`src/rtl/mem_arbiter.sv`:
```
// Two-port (instruction/data) round-robin arbiter onto a single shared memory port.
// Each grant latches the request; the owner sees a one-cycle resp pulse when memory completes.
module mem_arbiter (
    input  logic        clk,
    input  logic        rst_n,
    input  logic        imem_read,
    input  logic        imem_write,
    input  logic [31:0] imem_address,
    input  logic [3:0]  imem_byte_enable,
    input  logic [31:0] imem_wdata,
    output logic        imem_resp,
    output logic [31:0] imem_rdata,
    input  logic        dmem_read,
    input  logic        dmem_write,
    input  logic [31:0] dmem_address,
    input  logic [3:0]  dmem_byte_enable,
    input  logic [31:0] dmem_wdata,
    output logic        dmem_resp,
    output logic [31:0] dmem_rdata,
    output logic        pmem_read,
    output logic        pmem_write,
    output logic [31:0] pmem_address,
    output logic [3:0]  pmem_byte_enable,
    output logic [31:0] pmem_wdata,
    input  logic        pmem_resp,
    input  logic [31:0] pmem_rdata
);

    typedef enum logic [1:0] {StIdle, StBusyI, StBusyD, StDone} state_e;

    state_e      state_q, state_d;
    logic        last_d_q, last_d_d;      // 1 when the data port won the last grant
    logic        abandon_q, abandon_d;    // owner dropped its request during the transaction
    logic        pmem_read_q, pmem_read_d;
    logic        pmem_write_q, pmem_write_d;
    logic [31:0] addr_q, addr_d;
    logic [3:0]  be_q, be_d;
    logic [31:0] wdata_q, wdata_d;
    logic        imem_resp_q, imem_resp_d;
    logic        dmem_resp_q, dmem_resp_d;
    logic [31:0] imem_rdata_q, imem_rdata_d;
    logic [31:0] dmem_rdata_q, dmem_rdata_d;

    logic i_req, d_req, pick_d, own_req, wr;

    assign i_req = imem_read | imem_write;
    assign d_req = dmem_read | dmem_write;

    always_comb begin
        state_d      = state_q;
        last_d_d     = last_d_q;
        abandon_d    = abandon_q;
        pmem_read_d  = pmem_read_q;
        pmem_write_d = pmem_write_q;
        addr_d       = addr_q;
        be_d         = be_q;
        wdata_d      = wdata_q;
        imem_resp_d  = 1'b0;
        dmem_resp_d  = 1'b0;
        imem_rdata_d = imem_rdata_q;
        dmem_rdata_d = dmem_rdata_q;
        pick_d       = d_req && (!i_req || !last_d_q);
        own_req      = (state_q == StBusyD) ? d_req : i_req;
        wr           = pick_d ? dmem_write : imem_write;

        unique case (state_q)
            StIdle: begin
                if (i_req || d_req) begin
                    last_d_d     = pick_d;
                    abandon_d    = 1'b0;
                    addr_d       = pick_d ? dmem_address : imem_address;
                    be_d         = pick_d ? dmem_byte_enable : imem_byte_enable;
                    wdata_d      = pick_d ? dmem_wdata : imem_wdata;
                    // Write wins when a port raises both read and write.
                    pmem_write_d = wr;
                    pmem_read_d  = !wr;
                    state_d      = pick_d ? StBusyD : StBusyI;
                end
            end
            StBusyI, StBusyD: begin
                if (!own_req) abandon_d = 1'b1;
                if (pmem_resp) begin
                    pmem_read_d  = 1'b0;
                    pmem_write_d = 1'b0;
                    if (state_q == StBusyD) begin
                        dmem_rdata_d = pmem_rdata;
                        dmem_resp_d  = own_req && !abandon_q;
                    end else begin
                        imem_rdata_d = pmem_rdata;
                        imem_resp_d  = own_req && !abandon_q;
                    end
                    state_d = StDone;
                end
            end
            StDone: state_d = StIdle;
        endcase
    end

    always_ff @(posedge clk or negedge rst_n) begin
        if (!rst_n) begin
            state_q      <= StIdle;
            last_d_q     <= 1'b0;
            abandon_q    <= 1'b0;
            pmem_read_q  <= 1'b0;
            pmem_write_q <= 1'b0;
            addr_q       <= '0;
            be_q         <= '0;
            wdata_q      <= '0;
            imem_resp_q  <= 1'b0;
            dmem_resp_q  <= 1'b0;
            imem_rdata_q <= '0;
            dmem_rdata_q <= '0;
        end else begin
            state_q      <= state_d;
            last_d_q     <= last_d_d;
            abandon_q    <= abandon_d;
            pmem_read_q  <= pmem_read_d;
            pmem_write_q <= pmem_write_d;
            addr_q       <= addr_d;
            be_q         <= be_d;
            wdata_q      <= wdata_d;
            imem_resp_q  <= imem_resp_d;
            dmem_resp_q  <= dmem_resp_d;
            imem_rdata_q <= imem_rdata_d;
            dmem_rdata_q <= dmem_rdata_d;
        end
    end

    assign pmem_read        = pmem_read_q;
    assign pmem_write       = pmem_write_q;
    assign pmem_address     = addr_q;
    assign pmem_byte_enable = be_q;
    assign pmem_wdata       = wdata_q;
    assign imem_resp        = imem_resp_q;
    assign dmem_resp        = dmem_resp_q;
    assign imem_rdata       = imem_rdata_q;
    assign dmem_rdata       = dmem_rdata_q;

endmodule

```
`config.mk`:
```
export PLATFORM = sky130hd
export DESIGN_NAME = mem_arbiter
export DESIGN_NICKNAME = d
export VERILOG_FILES = /design/src/rtl/mem_arbiter.sv
export SDC_FILE = /design/constraint.sdc
export NUM_CORES = 1
export LEC_CHECK = 0
export CAP_MARGIN = 10
export CORE_MARGIN = 2
export CORE_UTILIZATION = 37
export CTS_CLUSTER_SIZE = 14
export DETAILED_ROUTE_END_ITERATION = 10
export GPL_ROUTABILITY_DRIVEN = 1
export MAX_ROUTING_LAYER = met4
export PLACE_DENSITY = 0.76
export SLEW_MARGIN = 40
export SYNTH_ARGS = -nofsm -noshare
export SYNTH_HDL_FRONTEND = slang
export SYNTH_SLANG_ARGS = --single-unit
```
`constraint.sdc`:
```
create_clock -name clk -period 5.3 [get_ports clk]
set_input_delay 0.53 -clock clk [delete_from_list [all_inputs] [get_ports clk]]
set_output_delay 0.53 -clock clk [all_outputs]
set_load 0.05 [all_outputs]
```
==> impl_metrics.py <==
metrics = {
    "critical_path": {
        "reg2reg_slack_ns": 3.14,
        "worstPathMaxFanout": 43,
        "crit_slowest_cell": "nand2_4",
        "crit_type": "in2reg",
        "worst-r2r-cell-count": 5,
        "crit_required_ns": 5.57,
        "cpPeakStageDelay_ns": 0.60,
        "arrival_ns": 2.82,
        "r2r-start": "last_d_q",
        "end_kind": "flop",
        "r2r-end": "pmem_wdata[27]",
        "cp_cell_sequence": "clkdlybuf4s50_1 > or2_1 > nand2_4 > buf_4 > mux2i_1 > o21ai_0",
        "start_kind": "primary input",
    },
    "global_routing": {
        "overflow": 0,
        "grt.met2_usage_pct": 34.5,
        "grtUsageMet1_pct": 23.7,
        "grtUsageMet3_pct": 5.25,
        "grt_pass1_wl_mm": 27.2,
        "grt.total_usage_pct": 20.7,
        "grt_pass1_vias": 5182,
        "grt_max_degree": 135,
        "top_usage_layer": "met2",
        "antenna_found_initial": 0,
    },
    "cts": {
        "clk_path_buf_depth": 2,
        "postCtsSetupBuffers": 0,
        "htreeDepth": 4,
        "cts_resized": 0,
        "clk_latency_ns": 0.41,
        "ctsHoldBuffers": 0,
        "cts_sinks": 140,
        "cts_tree": "done",
        "clk_pin_slew_ns": 0.06,
        "cts-root-buf": "clkbuf_16",
        "numCtsBuffers": 17,
    },
    "sta": {
        "max_slew.worst_pin.slew_ns": 0.744,
        "fmax_mhz": 392,
        "finClkSkew_ns": 0.00843,
        "max-slew-margin-rel_pct": 50.4,
        "min_period_over_period_pct": 48.1,
        "setup_ws_ns": 2.75,
        "finalSetupTns_ns": 0,
        "hold_viol": 0,
        "min_period_ns": 2.55,
        "setup_viol": 0,
        "slew_viol_final": 0,
        "rsz0062_at_grt": "no",
    },
    "synth": {
        "netlist_instances": 482,
        "netlist-cell-type-count": 31,
        "ys_seq_area_share_pct": 58.5,
        "syn_area_um2": 5990,
        "yosysWarnings": 0,
        "synth-seq-cells": 140,
        "syn_nets": 660,
        "synth_area_per_cell_um2": 12.4,
    },
    "floorplanning": {
        "rows": 46,
        "io_pins": 311,
        "coreArea_um2": 15800,
        "initial_core_util_pct": 37.8,
        "die_height_um": 131,
        "dieArea_um2": 17200,
        "fp.dieW_um": 131,
    },
    "pwr": {
        "leakagePower_nw": 4.29,
        "vdd_drop_max_mv": 0.311,
        "power_density_nw_per_um2": 757,
    },
    "routing": {
        "remaining_drc_errors": 0,
        "wl_mm": 16.7,
        "ant_nets": 0,
        "drtIter0Drc": 165,
        "drt_pre_antenna_iters": 4,
        "viasPerCell": 4.76,
        "routedWlPerCell_um": 16.5,
        "route.vias.total": 4826,
    },
    "finish": {
        "layout.nets": 963,
        "diodes": 0,
        "final_cells": 1014,
        "drive_gt1_share_pct": 12.9,
        "area_growth_pct": 63.7,
    },
    "outcome": {
        "status": "complete, no violations",
    },
    "placed_design": {
        "place_ws_ns": 2.30,
        "gp_congestion": 0.852,
        "port-buffer-count": 310,
        "hpwlAfterDp_mm": 12.8,
        "dp.cells": 982,
    },
    "run": {
        "cap_viol_max_count": 0,
    },
    "worst_hold_path": {
        "hp-class": "in2async",
    },
}
## placed cells by master, fill, tap and decap left out, types with 4 or more instances in the layout
master / instances
inv_1: 4
clkdlybuf4s50_1: 309
nand2_1: 70
o21ai_1: 37
clkinvlp_4: 5
mux2i_1: 69
dfrtp_1: 140
nor2_1: 5
mux2_2: 64
a21oi_1: 4
a31oi_1: 4
clkbuf_16: 17
o21ai_0: 33
## synthesized netlist by cell type, drive strengths merged
library cell	count	area, um2
nor3	1	5.00
clkbuf	2	8.75
nor4b	1	8.76
mux2	64	721
o211ai	1	7.51
a21oi	4	20.0
inv	4	15.0
nand3	1	5.00
mux2i	69	691
nand3b	1	7.51
nand2b	1	6.26
a221o	1	10.0
a21boi	1	7.51
dfrtp	140	3500
ha	3	37.5
a31oi	4	25.0
o2bb2ai	1	8.76
a32oi	1	8.76
buf	29	205
nor2	5	18.8
nand2	71	274
nor2b	3	18.8
o21ai	71	359
or2	3	18.8
## metrics by stage
step | util, % | power (mW) | hold slack (ns) | area [um2]
3_5_place_dp | 58.2 | 6.28 | 0.459 | 9210
3_3_place_gp | 58.2 | 6.19 | 0.459 | 9210
6_report | 62.0 | 7.43 | 0.142 | 9810
2_1_floorplan | - | 4.82 | 0.234 | 5990
5_1_grt | 62.0 | 7.79 | 0.191 | 9810
4_1_cts | 62.0 | 7.50 | 0.153 | 9810
## worst max path at each step
stage                     startpoint                to  slack (ns)  cells after the start
after floorplan           state_q[0]    imem_rdata[10]        3.61                      6
after global placement     dmem_read  pmem_address[31]        2.42                      6
after detailed placement   dmem_read  pmem_address[28]        2.30                      6
after CTS                  dmem_read  pmem_address[21]        2.74                      6
after global routing       dmem_read     pmem_wdata[2]        2.59                      6
final                      dmem_read    pmem_wdata[27]        2.75                      6
## area by class of cell
class	count	area, um2
inverter	4	15.0
multi-input combinational	307	2270
clock inverter	13	164
tap	216	270
fill	1245	6020
timing repair buffer	315	3160
sequential	140	3500
clock buffer	19	433
## worst max-delay path: cells and delay by family
kind                   cells  cell delay, ns
AO/OA/AOI/OAI              1            0.09
buffers and inverters      2            0.97
multiplexers               1            0.26
AND/OR/NAND/NOR            2            0.96
## per-layer routing
layer  part of all wire, %  routed length [um]
met1                    40                6710
met3                   6.5                1090
met2                    50                8390
met4                   3.1                 512
met5                     0                   0
## cells by family after synthesis
| kind of cell | Yosys count | share of synthesized area [%] |
|---|---|---|
| mux | 133 | 23.6 |
| simple gates | 87 | 6.06 |
| flops | 140 | 58.5 |
| fa+ha+maj | 3 | 0.627 |
| buf+inv | 35 | 3.82 |
| compound gates | 84 | 7.46 |
## report_power, final
group	switching (mW)	internal (mW)	total, mW
logic	2.79	1.55	4.33
registers	0.287	1.61	1.90
clock network	0.448	0.742	1.19
total	3.52	3.90	7.43
## flip-flops by register name, summed over array words and instances (netlist names)
signal and count:
pmem_read 1, dmem_rdata 32, last_d_q 1, pmem_write 1, dmem_resp 1, imem_resp 1
pmem_address 32, pmem_byte_enable 4, imem_rdata 32, abandon_q 1, state_q 2, pmem_wdata 32
(Power assumes the default switching activity.)
